===== src/rtl/imem_loader_pkg.sv =====
// Shared types and constants for the instruction-memory boot loader.
package imem_loader_pkg;

  typedef enum logic [2:0] {
    IDLE,
    DATA,
    CHECK,
    DONE,
    ERROR
  } state_t;

  localparam int unsigned WORD_BYTES = 4;
  localparam int unsigned CSUM_W     = 8;

endpackage


===== src/rtl/word_assembler.sv =====
// Big-endian byte-to-word shifter with a byte index that flags the 4th byte of each word.
module word_assembler
  import imem_loader_pkg::*;
(
  input  logic        clk,
  input  logic        reset,
  input  logic [7:0]  byte_in,
  input  logic        shift_en,
  input  logic        clear,
  output logic [31:0] word,
  output logic        word_complete
);

  logic [23:0] r_sr;
  logic [1:0]  r_idx;

  // The three earlier bytes are stored; the 4th comes straight from byte_in so the
  // finished word is available in the same cycle as the final shift.
  assign word          = {r_sr, byte_in};
  assign word_complete = shift_en && (r_idx == 2'(WORD_BYTES - 1));

  always_ff @(posedge clk) begin
    if (reset) begin
      r_sr  <= '0;
      r_idx <= '0;
    end else if (clear) begin
      r_idx <= '0;
    end else if (shift_en) begin
      r_sr  <= {r_sr[15:0], byte_in};
      r_idx <= r_idx + 2'd1;
    end
  end

endmodule


===== src/rtl/imem_loader.sv =====
// Boot loader: fills instruction memory from a checksummed byte frame and holds the core in reset until it passes.
module imem_loader
  import imem_loader_pkg::*;
#(
  parameter int unsigned ADDR_W = 6
) (
  input  logic              clk,
  input  logic              reset,
  input  logic              rx_valid,
  input  logic [7:0]        rx_data,
  output logic              rx_ready,
  output logic              imem_we,
  output logic [ADDR_W-1:0] imem_addr,
  output logic [31:0]       imem_wd,
  output logic              cpu_reset,
  output logic              done,
  output logic              error
);

  localparam int unsigned CNT_W = ADDR_W + 1;

  state_t r_state;
  state_t w_next;

  logic              w_xfer;
  logic              w_hdr;
  logic              w_shift;
  logic              w_last_word;
  logic [31:0]       w_word;
  logic              w_word_complete;

  logic [CNT_W-1:0]  r_n_words;
  logic [CNT_W-1:0]  r_word_cnt;
  logic [CSUM_W-1:0] r_xor;

  logic              r_we;
  logic [ADDR_W-1:0] r_addr;
  logic [31:0]       r_wd;
  logic              r_cpu_reset;
  logic              r_done;
  logic              r_error;

  assign rx_ready    = (r_state != DONE);
  assign w_xfer      = rx_valid && rx_ready;
  assign w_hdr       = w_xfer && ((r_state == IDLE) || (r_state == ERROR));
  assign w_shift     = w_xfer && (r_state == DATA);
  assign w_last_word = w_word_complete && ((r_word_cnt + CNT_W'(1)) == r_n_words);

  word_assembler u_asm (
    .clk           (clk),
    .reset         (reset),
    .byte_in       (rx_data),
    .shift_en      (w_shift),
    .clear         (w_hdr),
    .word          (w_word),
    .word_complete (w_word_complete)
  );

  always_ff @(posedge clk) begin
    if (reset) begin
      r_state <= IDLE;
    end else begin
      r_state <= w_next;
    end
  end

  always_comb begin
    w_next = r_state;
    unique case (r_state)
      IDLE, ERROR: if (w_xfer) w_next = DATA;
      DATA:        if (w_xfer && w_last_word) w_next = CHECK;
      CHECK:       if (w_xfer) w_next = (rx_data == r_xor) ? DONE : ERROR;
      DONE:        w_next = DONE;
      default:     w_next = IDLE;
    endcase
  end

  always_ff @(posedge clk) begin
    if (reset) begin
      r_n_words   <= '0;
      r_word_cnt  <= '0;
      r_xor       <= '0;
      r_we        <= 1'b0;
      r_addr      <= '0;
      r_wd        <= '0;
      r_cpu_reset <= 1'b1;
      r_done      <= 1'b0;
      r_error     <= 1'b0;
    end else begin
      r_we <= 1'b0;
      if (w_hdr) begin
        r_n_words  <= {1'b0, rx_data[ADDR_W-1:0]} + CNT_W'(1);
        r_word_cnt <= '0;
        r_xor      <= '0;
        r_addr     <= '0;
      end
      if (w_shift) begin
        r_xor <= r_xor ^ rx_data;
        if (w_word_complete) begin
          r_we       <= 1'b1;
          r_addr     <= r_word_cnt[ADDR_W-1:0];
          r_wd       <= w_word;
          r_word_cnt <= r_word_cnt + CNT_W'(1);
        end
      end
      // Status follows the state being entered, so it lands one cycle after the checksum byte.
      r_done      <= (w_next == DONE);
      r_cpu_reset <= (w_next != DONE);
      r_error     <= (w_next == ERROR);
    end
  end

  assign imem_we   = r_we;
  assign imem_addr = r_addr;
  assign imem_wd   = r_wd;
  assign cpu_reset = r_cpu_reset;
  assign done      = r_done;
  assign error     = r_error;

endmodule


===== config.mk =====
export PLATFORM = sky130hd
export DESIGN_NAME = imem_loader
export DESIGN_NICKNAME = d
export VERILOG_FILES = /design/src/rtl/imem_loader_pkg.sv /design/src/rtl/word_assembler.sv /design/src/rtl/imem_loader.sv
export SDC_FILE = /design/constraint.sdc
export NUM_CORES = 1
export LEC_CHECK = 0
export CAP_MARGIN = 15
export CELL_PAD_IN_SITES_DETAIL_PLACEMENT = 0
export CELL_PAD_IN_SITES_GLOBAL_PLACEMENT = 1
export CORE_ASPECT_RATIO = 1.75
export CORE_MARGIN = 5
export CORE_UTILIZATION = 37
export DETAILED_ROUTE_END_ITERATION = 10
export PLACE_DENSITY = 0.72
export REMOVE_ABC_BUFFERS = 1
export SYNTH_ARGS = -nofsm -noshare
export SYNTH_HDL_FRONTEND = slang
export SYNTH_HIERARCHICAL = 1
export SYNTH_SLANG_ARGS = --single-unit

===== constraint.sdc =====
create_clock -name clk -period 2.3 [get_ports clk]
set_input_delay 0.46 -clock clk [delete_from_list [all_inputs] [get_ports clk]]
set_output_delay 0.46 -clock clk [all_outputs]
set_load 0.02 [all_outputs]

==> metrics.md, run 1 <==
| Metric | Value |
|---|---|
| Drt drc | 0 |
| Layout cells sized above 1 | 10.3% |
| Clock Sinks | 93 |
| GR Overflow Total | 0 |
| Diodes inserted | 0 |
| Post-CTS setup buffers | 0 |
| Most frequent cells in the layout | dfxtp_1 (93), nand2_1 (76), a21oi_1 (54) |
| FP Rows | 50 |
| Filler cells | around 1.1k |
| Routed WL | 9470 µm |
| Post-DP HPWL | 6720 µm |
| GRT Overall Usage | 15.9% |
| First-pass GRT wire length | 16000 µm |
| Mux contribution to synthesized area | 4.31% |
| Post-Layout Cell Count | between 600 and 700 |
| Setup violators final | 0 |
| Critical path class | reg2out |
| Nets | 524 |
| Rel. slew slack | 73.9% |
| Mapped Area | a little under 0.004 mm² |
| CTS root buf | clkbuf_16 |
| Slew @ Worst Pin | 0.391 ns |
| Adder-Cell Fraction of Synth Area | less than 1% |
| CTS Buf Count | 9 |
| Post-synthesis xor/xnor area fraction | between 4 and 5% |
| WP data arrival | between 1.5 and 2 ns |
| Post-Synth Simple-Gate Area | 24.9% |
| Register area | between 0.0015 and 0.002 mm² |
| Via/cell ratio | between 4 and 5 |
| Cells resized by post-CTS repair | 0 |
| Placed cell count | around 630 |
| Avg WL per Cell | 14.7 µm |
| Initial Utilization | between 30% and 40% |
| Min Clock Period, post-route | 2.13 ns |
| Largest family of logic cells by synthesized area | simple AND/OR/NAND/NOR gates |
| H-tree levels | 3 |
| Setup TNS Final | 0 ns |
| Die width | 88.1 µm |
| Power Total | 3.34 mW |
| Initial antenna violation count | 0 |
| Io pins | 54 |
| Max-Cap Viols | 0 |
| Die Ht | 147 µm |
| Hold WC Path Type | reg2reg |
| Slew Limit Fails | 0 |
| Core Util, Final | approximately 47% |
| Worst Setup Start Kind | flop |
| CTS tree | yes |
| Initial drt markers | 163 |
| Vias post-DR | ~3.2k |
| Power Density | 669 mW/mm² |
| Yosys reg bits | between 90 and 100 |
| Longest Clk Path Bufs | 2 |
| Multi-input combinational cell area | roughly 0.0019 mm² |
| Hold_buf cts | 0 |
| Largest net degree at the start of global routing | 53 |
| Worst Setup End Kind | primary output |
| Post-synthesis sequential area ratio | 47.1% |
| Max rail drop VDD | 0.389 mV |
| ANT nets after route | 0 |
| Max Fclk | 471 MHz |
| Synth Area in Compound Gates | 12.1% |
| Vias in the first global route | 3227 |
| Commonest non-fill, non-tap cell in the layout | dfxtp_1 |
| Crit path max fanout | 4 |
| Hold Fails Final Rpt | 0 |
| Fin crit share | between 90% and 100% |
| Initial DRT Pass Iterations | 4 |
| Core Region | 0.0106 mm² |
| Outcome | complete, no violations |
| RSZ-0062 raised after global routing | no |
| Worst-path clk slew | 0.06 ns |
| Global placer's final weighted congestion | 0.798 |
| Hold WS | 0.454 ns |
| PortBufs | between 50 and 60 |
| Worst EP required | 1.84 ns |
| Die area | 0.0129 mm² |
| Pleak | roughly 1.8 nW |
| Clock latency on the worst-skew pair | 0.34 ns |
| Area growth syn-to-layout | 26.3% |
| Mapped Avg Cell Area | 8.64 µm² |
| Gate count of the mapped netlist | 457 |
| Yosys Warn Count | 6 |
| Post-synthesis cell type count | 42 |
| Clock Skews | 0.00686 ns |
cell usage after synthesis (all sizes together):
cell type,number,share of area (%)
a211o,1,0.22
a211oi,5,0.95
a21oi,54,6.8
a31o,1,0.22
a31oi,2,0.32
a32oi,1,0.22
and2,4,0.63
and3,6,1.1
buf,17,3.2
clkbuf,23,2.2
clkinv,1,0.095
dfxtp,93,47
ha,3,0.95
inv,3,0.29
mux2i,17,4.3
nand2,77,7.4
nand2b,27,4.3
nand3,13,1.6
nand3b,11,2.1
nand4,1,0.16
nand4bb,8,2.3
nor2,25,2.4
nor2b,2,0.51
nor3,5,0.63
nor3b,2,0.51
nor4,3,0.48
o211a,1,0.25
o21ai,23,2.9
o22ai,1,0.16
or2,1,0.16
or3,3,0.48
or4,1,0.19
xnor2,10,2.2
xor2,12,2.7
per-stage QoR:
stage          cell area, µm²  setup WS, ns
2_1_floorplan            3740        -0.524
3_3_place_gp             4700       0.00449
3_5_place_dp             4700      -0.00996
4_1_cts                  4980        0.0716
5_1_grt                  4990        0.0795
6_report                 4990         0.175
path summary, 6_finish.rpt:
path                                  from  slack, ns  cells after the start          to
worst min-delay path            imem_wd[9]       0.45                      2  imem_wd[9]
worst min register to register  imem_wd[9]       0.45                      2  imem_wd[9]
worst max register to register  r_state[0]       0.27                      8  r_state[1]
worst max-delay path            r_state[1]       0.17                      3    rx_ready
critical path: stages, from the launching register on:
cell and delay [ns]:
dfxtp_1 0.40, nor2b_2 0.25, nand2_1 0.13, clkdlybuf4s50_1 0.56
area by class of cell:
| cell class | instances | area share [%] |
|---|---|---|
| clock buffers | 12 | 5.34 |
| clock inverters | 3 | 0.401 |
| inverters | 4 | 0.301 |
| multi-input cells | 320 | 37.5 |
| flip-flops and latches | 93 | 37.3 |
| well taps | 130 | 3.26 |
| repair buffers | 82 | 15.9 |
cell families after synthesis:
logic type               after synthesis
XOR/XNOR                              22
AND/OR/NAND/NOR                      189
AO/OA/AOI/OAI                         89
buffers and inverters                 44
flip-flops                            93
multiplexers                          17
adder cells (fa/ha/maj)                3
power by group:
group	internal, mW	switching, mW	total [mW]
registers	1.64	0.0192	1.66
logic	0.121	0.141	0.262
clock network	0.813	0.607	1.42
registers in the layout, indices dropped and copies added (netlist names):
register,cells
r_state,3
r_word_cnt,7
error,1
r_xor,8
u_asm/r_sr,24
imem_wd,32
imem_addr,6
r_n_words,7
cpu_reset,1
u_asm/r_idx,2
imem_we,1
done,1
layer usage:
layer / vias up / GRT usage [%] / share of wire, %
met5: - / 0 / 0
met4: 0 / 5.60 / 1.7
met3: 11 / 3.78 / 3.2
met2: 52 / 27.8 / 53
met1: 1506 / 18.5 / 42
li1: 1638 / - / -
No activity file was read; power rests on OpenSTA's default activity.
==> run 2: changes to the inputs <==
- CORE_ASPECT_RATIO: 1.75 -> default
==> run 2 against run 1 <==
Setup slack worse by 0.073 ns. Register-to-register slack lost 0.05 ns. Flip-flop and latch count unchanged. Largest cell class unchanged. Largest power group unchanged. Highest routed layer unchanged.
==> metrics.md, run 2 (synthesis results as in run 1) <==
| Metric | Value |
|---|---|
| Outcome | complete, no violations |
| Vias in the first global route | 3009 (-6.8%) |
| Initial drt markers | 168 (+3.1%) |
| FP Rows | 37 (-26%) |
| Max FFs per register | 32 (unchanged) |
| Io pins | 54 (unchanged) |
| Largest net degree at the start of global routing | 100 (+89%) |
| Setup TNS Final | 0 ns (unchanged) |
| Die Ht | 113 µm (-23%) |
| Register area | 0.00186 mm² (unchanged) |
| Crit. Startpoint | r_state[1] |
| Pleak | 1.76 nW (-1.5%) |
| Rel. slew slack | 71.8% (-2.1 points) |
| Hold Fails Final Rpt | 0 (unchanged) |
| Max-Cap Viols | 0 (unchanged) |
| RSZ-0062 raised after global routing | no |
| Longest Clk Path Bufs | 2 (unchanged) |
| Commonest non-fill, non-tap cell in the layout | dfxtp_1 |
| Routed WL | 8840 µm (-6.7%) |
| Post-DP Area | 0.00471 mm² (+0.21%) |
| Max rail drop VDD | 0.412 mV (+5.9%) |
| Crit path max fanout | 4 (unchanged) |
| Post-DP HPWL | 6060 µm (-9.8%) |
| Die width | 113 µm (+29%) |
| ANT nets after route | 0 (unchanged) |
| Avg WL per Cell | 13.5 µm (-8.0%) |
| Clock latency on the worst-skew pair | 0.35 ns (about the same) |
| Cells resized by post-CTS repair | 0 (unchanged) |
| CTS Buf Count | 9 (unchanged) |
| Most frequent cells in the layout | dfxtp_1 (93), nand2_1 (76), a21oi_1 (54) |
| Diodes inserted | 0 (unchanged) |
| Setup violators final | 0 (unchanged) |
| R2r endpoint | r_state[1] |
| Min Clock Period, post-route | 2.20 ns (+0.0729 ns) |
| PortBufs | 53 (unchanged) |
| Initial DRT Pass Iterations | 4 (unchanged) |
| Initial antenna violation count | 0 (unchanged) |
| Fin crit share | 95.6% (+3.2 points) |
| FF-to-FF Start | r_state[0] |
| Crit path to | rx_ready |
| Initial Utilization | 38.1% (+0.73 points) |
| Post-route cell area | 0.00492 mm² (-1.4%) |
| Clock Sinks | 93 (unchanged) |
| Nets | 526 (+0.38%) |
| Critical path class | reg2out |
| Global placer's final weighted congestion | 0.814 (+2.0%) |
| Worst Setup Start Kind | flop |
| Multi-input combinational cell area | 0.00187 mm² (-0.13%) |
| CTS tree | yes |
| Via/cell ratio | 4.90 (-1.7%) |
| Power Total | 3.05 mW (-8.8%) |
| Slew @ Worst Pin | 0.422 ns (+0.0316 ns) |
| Layout cells sized above 1 | 10.6% (+0.33 points) |
| WP data arrival | 1.74 ns (+0.07 ns) |
| Max Fclk | 455 MHz (-3.3%) |
| Path depth of the worst reg2reg path | 8 (unchanged) |
| Core Region | 0.0104 mm² (-1.9%) |
| Post-CTS setup buffers | 0 (unchanged) |
| R2r setup slk | 0.22 ns (-0.05 ns) |
| Drt drc | 0 (unchanged) |
| Hold_buf cts | 0 (unchanged) |
| CTS root buf | clkbuf_8 |
| Area growth syn-to-layout | 24.5% |
| GR Overflow Total | 0 (unchanged) |
| Slew Limit Fails | 0 (unchanged) |
| Die area | 0.0128 mm² (-0.63%) |
| Worst EP required | 1.84 ns (about the same) |
| First-pass GRT wire length | 14700 µm (-8.2%) |
| Filler cells | 1019 (-5.1%) |
| Clock Skews | 0.00923 ns (+0.00237 ns) |
| H-tree levels | 3 (unchanged) |
| Vias post-DR | 3197 (-0.31%) |
| Power Density | 619 mW/mm² (-7.5%) |
| Hold WC Path Type | reg2reg |
| GRT Overall Usage | 14.0% (-1.9 points) |
| Worst Setup End Kind | primary output |
| Worst-path clk slew | 0.09 ns (+0.03 ns) |
[run 2: changes by cell type in the layout (fill, tap and decap cells not counted), sizes merged]
cell    before  now
clkbuf      12   11
bufinv       0    1
buf         30   32
clkinv       2    3
[run 2: worst min-delay path by stage]
stage	from	end	slack, ns	cells after the start
after floorplan	u_asm/r_sr[2]	imem_wd[10]	0.43	2
after detailed placement	u_asm/r_sr[16]	imem_wd[24]	0.45	2
after CTS	u_asm/r_sr[19]	imem_wd[27]	0.46	2
after global routing	imem_wd[19]	imem_wd[19]	0.47	2
final	u_asm/r_sr[16]	imem_wd[24]	0.46	2
after global placement	imem_wd[5]	imem_wd[5]	0.44	2
[run 2: area by class of cell]
type / count / share of cell area, %
Clock buffer: 11 / 3.08
Clock inverter: 5 / 1.20
Inverter: 4 / 0.305
Multi-Input combinational cell: 320 / 37.9
Sequential cell: 93 / 37.9
Tap cell: 136 / 3.46
Timing Repair Buffer: 84 / 16.2
[run 2: where the power goes]
part           switching [mW]  total [mW]  internal (mW)
sequential             0.0193        1.65           1.63
clock                   0.570        1.13          0.562
combinational           0.141       0.260          0.119
total                   0.730        3.05           2.32
[run 2: per-stage QoR]
step                setup WS, ns  util (%)  cells  hold WS (ns)
floorplan                 -0.524         -    417         0.426
global placement         -0.0271      45.4    637         0.444
detailed placement       -0.0500      45.4    637         0.447
CTS                       0.0778      47.4    653         0.455
global route              0.0269      47.4    653         0.474
finish                     0.102      47.4    653         0.456
[run 2: worst max-delay path, cell delays in order, from the launching register on]
cell	delay [ns]
dfxtp_1	0.40
nor2b_1	0.28
nand2_1	0.15
clkdlybuf4s50_1	0.56
[run 2: layer usage]
layer  vias up  part of all wire [%]  track usage [%]
met4         0                   1.5             5.05
met3        10                   3.3             2.46
met2        54                    46             22.3
met5         -                     0                0
li1       1651                     -                -
met1      1482                    50             19.0
==> run 3: changes to the inputs <==
- CORE_UTILIZATION: 37 -> 41
- GPL_ROUTABILITY_DRIVEN: default -> 0
- PLACE_DENSITY: 0.72 -> 0.76
- clock period: 2.3 -> 2.47 ns (I/O delays scaled with it)
==> run 3 against run 2 <==
Combinational power down 11%. First-iteration DRC count down 39%. Sequential share of layout area up 0.85 points. Die area down 8.9%.
==> metrics.md, run 3 (synthesis results as in run 1) <==
| Metric | Value |
|---|---|
| Most frequent cells in the layout | dfxtp_1 (93), nand2_1 (76), a21oi_1 (54) |
| Hold_buf cts | 0 (unchanged) |
| CTS tree | yes |
| Crit path max fanout | 4 (unchanged) |
| Diodes inserted | 0 (unchanged) |
| H-tree levels | 3 (unchanged) |
| GR Overflow Total | 0 (unchanged) |
| Die Ht | 108 µm (-4.6%) |
| Max rail drop VDD | 0.314 mV (-24%) |
| FP Rows | 35 (-5.4%) |
| Clock latency on the worst-skew pair | 0.35 ns (about the same) |
| Placed cell count | 621 (-2.5%) |
| Outcome | complete, no violations |
| Worst-path clk slew | 0.10 ns (about the same) |
| Initial drt markers | 103 (-39%) |
| Avg WL per Cell | 13.6 µm (+0.82%) |
| CTS Buf Count | 9 (unchanged) |
| WP data arrival | 1.71 ns (-0.03 ns) |
| Worst EP required | 1.98 ns (+0.14 ns) |
| Setup TNS Final | 0 ns (unchanged) |
| Min Clock Period, post-route | 2.20 ns |
| Fin crit share | around nine tenths |
| Via/cell ratio | 4.94 (+0.84%) |
| Area growth syn-to-layout | 21.8% |
| Power Density | 571 mW/mm² (-7.8%) |
| Hold Fails Final Rpt | 0 (unchanged) |
| Post-Layout Cell Count | 637 (-2.5%) |
| Delay of the slowest critical-path stage | 0.56 ns (about the same) |
| Clock Sinks | 93 (unchanged) |
| Initial DRT Pass Iterations | 4 (unchanged) |
| Slew Limit Fails | 0 (unchanged) |
| Nets | 517 (-1.7%) |
| Post-DP HPWL | 5920 µm (-2.4%) |
| Vias in the first global route | 3016 (+0.23%) |
| Die width | 108 µm (-4.6%) |
| Worst Setup End Kind | primary output |
| Critical path class | reg2out |
| Largest net degree at the start of global routing | 44 (-56%) |
| Max Fclk | between 400 and 500 MHz |
| First-pass GRT wire length | 14500 µm (-1.2%) |
| Layout cells sized above 1 | 9.06% (-1.6 points) |
| Slew @ Worst Pin | 0.498 ns (+0.0752 ns) |
| Clock Skews | 0.0101 ns (+0.000875 ns) |
| PortBufs | 53 (unchanged) |
| Commonest non-fill, non-tap cell in the layout | dfxtp_1 |
| Pleak | 1.70 nW (-3.1%) |
| Setup violators final | 0 (unchanged) |
| Max-Cap Viols | 0 (unchanged) |
| Initial Utilization | 42.3% (+4.3 points) |
| CTS root buf | clkbuf_8 |
| Routed WL | 8690 µm (-1.7%) |
| RSZ-0062 raised after global routing | no |
| Longest Clk Path Bufs | 2 (unchanged) |
| Core Util, Final | 51.6% (+4.1 points) |
| Initial antenna violation count | 0 (unchanged) |
| Core Region | 0.00933 mm² (-10%) |
| Drt drc | 0 (unchanged) |
| ANT nets after route | 0 (unchanged) |
| Post-CTS setup buffers | 0 (unchanged) |
| Die area | 0.0117 mm² (-8.9%) |
| Critical-path top delay cell | clkdlybuf4s50_1 |
| Rel. slew slack | 66.8% (-5.1 points) |
| Io pins | 54 (unchanged) |
| Cells resized by post-CTS repair | 0 (unchanged) |
| Cell Chain, Critical Path | nor2b_1 > nand2_1 > clkdlybuf4s50_1 |
| Hold WS | 0.455 ns (-0.00150 ns) |
| GRT Overall Usage | 15.4% (+1.4 points) |
| Hold WC Path Type | reg2reg |
| Vias post-DR | 3145 (-1.6%) |
| Worst Setup Start Kind | flop |
| Max FFs per register | 32 (unchanged) |
## run 3: worst max-delay path: cells and delay by family (launching register included)
kind | cells | cell delay (ns)
buffers and inverters | 1 | 0.56
flip-flops | 1 | 0.39
AND/OR/NAND/NOR | 2 | 0.42
## run 3: worst paths after layout
kind | start | to | slack [ns] | depth (start not counted)
setup / recovery | r_state[1] | rx_ready | 0.27 | 3
hold / removal | u_asm/r_sr[1] | imem_wd[9] | 0.45 | 2
setup reg to reg | r_state[0] | r_state[1] | 0.34 | 8
hold reg to reg | u_asm/r_sr[1] | imem_wd[9] | 0.45 | 2
## run 3: through the flow
stage | power [mW] | setup WS, ns | area, µm²
final | 2.75 | 0.270 | 4810
after global routing | 2.88 | 0.118 | 4810
after CTS | 2.79 | 0.255 | 4810
after detailed placement | 1.81 | 0.0370 | 4620
after global placement | 1.81 | 0.0730 | 4620
after floorplan | 1.69 | -0.354 | 3740
## run 3: area by class of cell
class | count | area, µm²
fill | 921 | 4520
multi-input combinational | 320 | 1870
sequential | 93 | 1860
timing repair buffer | 75 | 716
tap | 129 | 161
clock buffer | 10 | 138
clock inverter | 6 | 53.8
inverter | 4 | 15.0
## run 3: report_power, final
group	switching, mW	leakage (nW)	internal, mW
Clock	0.564	0.0954	0.412
Sequential	0.0177	0.752	1.52
Combinational	0.129	0.855	0.102
## run 3: routing by layer
layer / routed length [µm] / track usage (%)
met1: 4240 / 21.4
met2: 3930 / 24.0
met3: 404 / 2.87
met4: 111 / 5.32
met5: 0 / 0
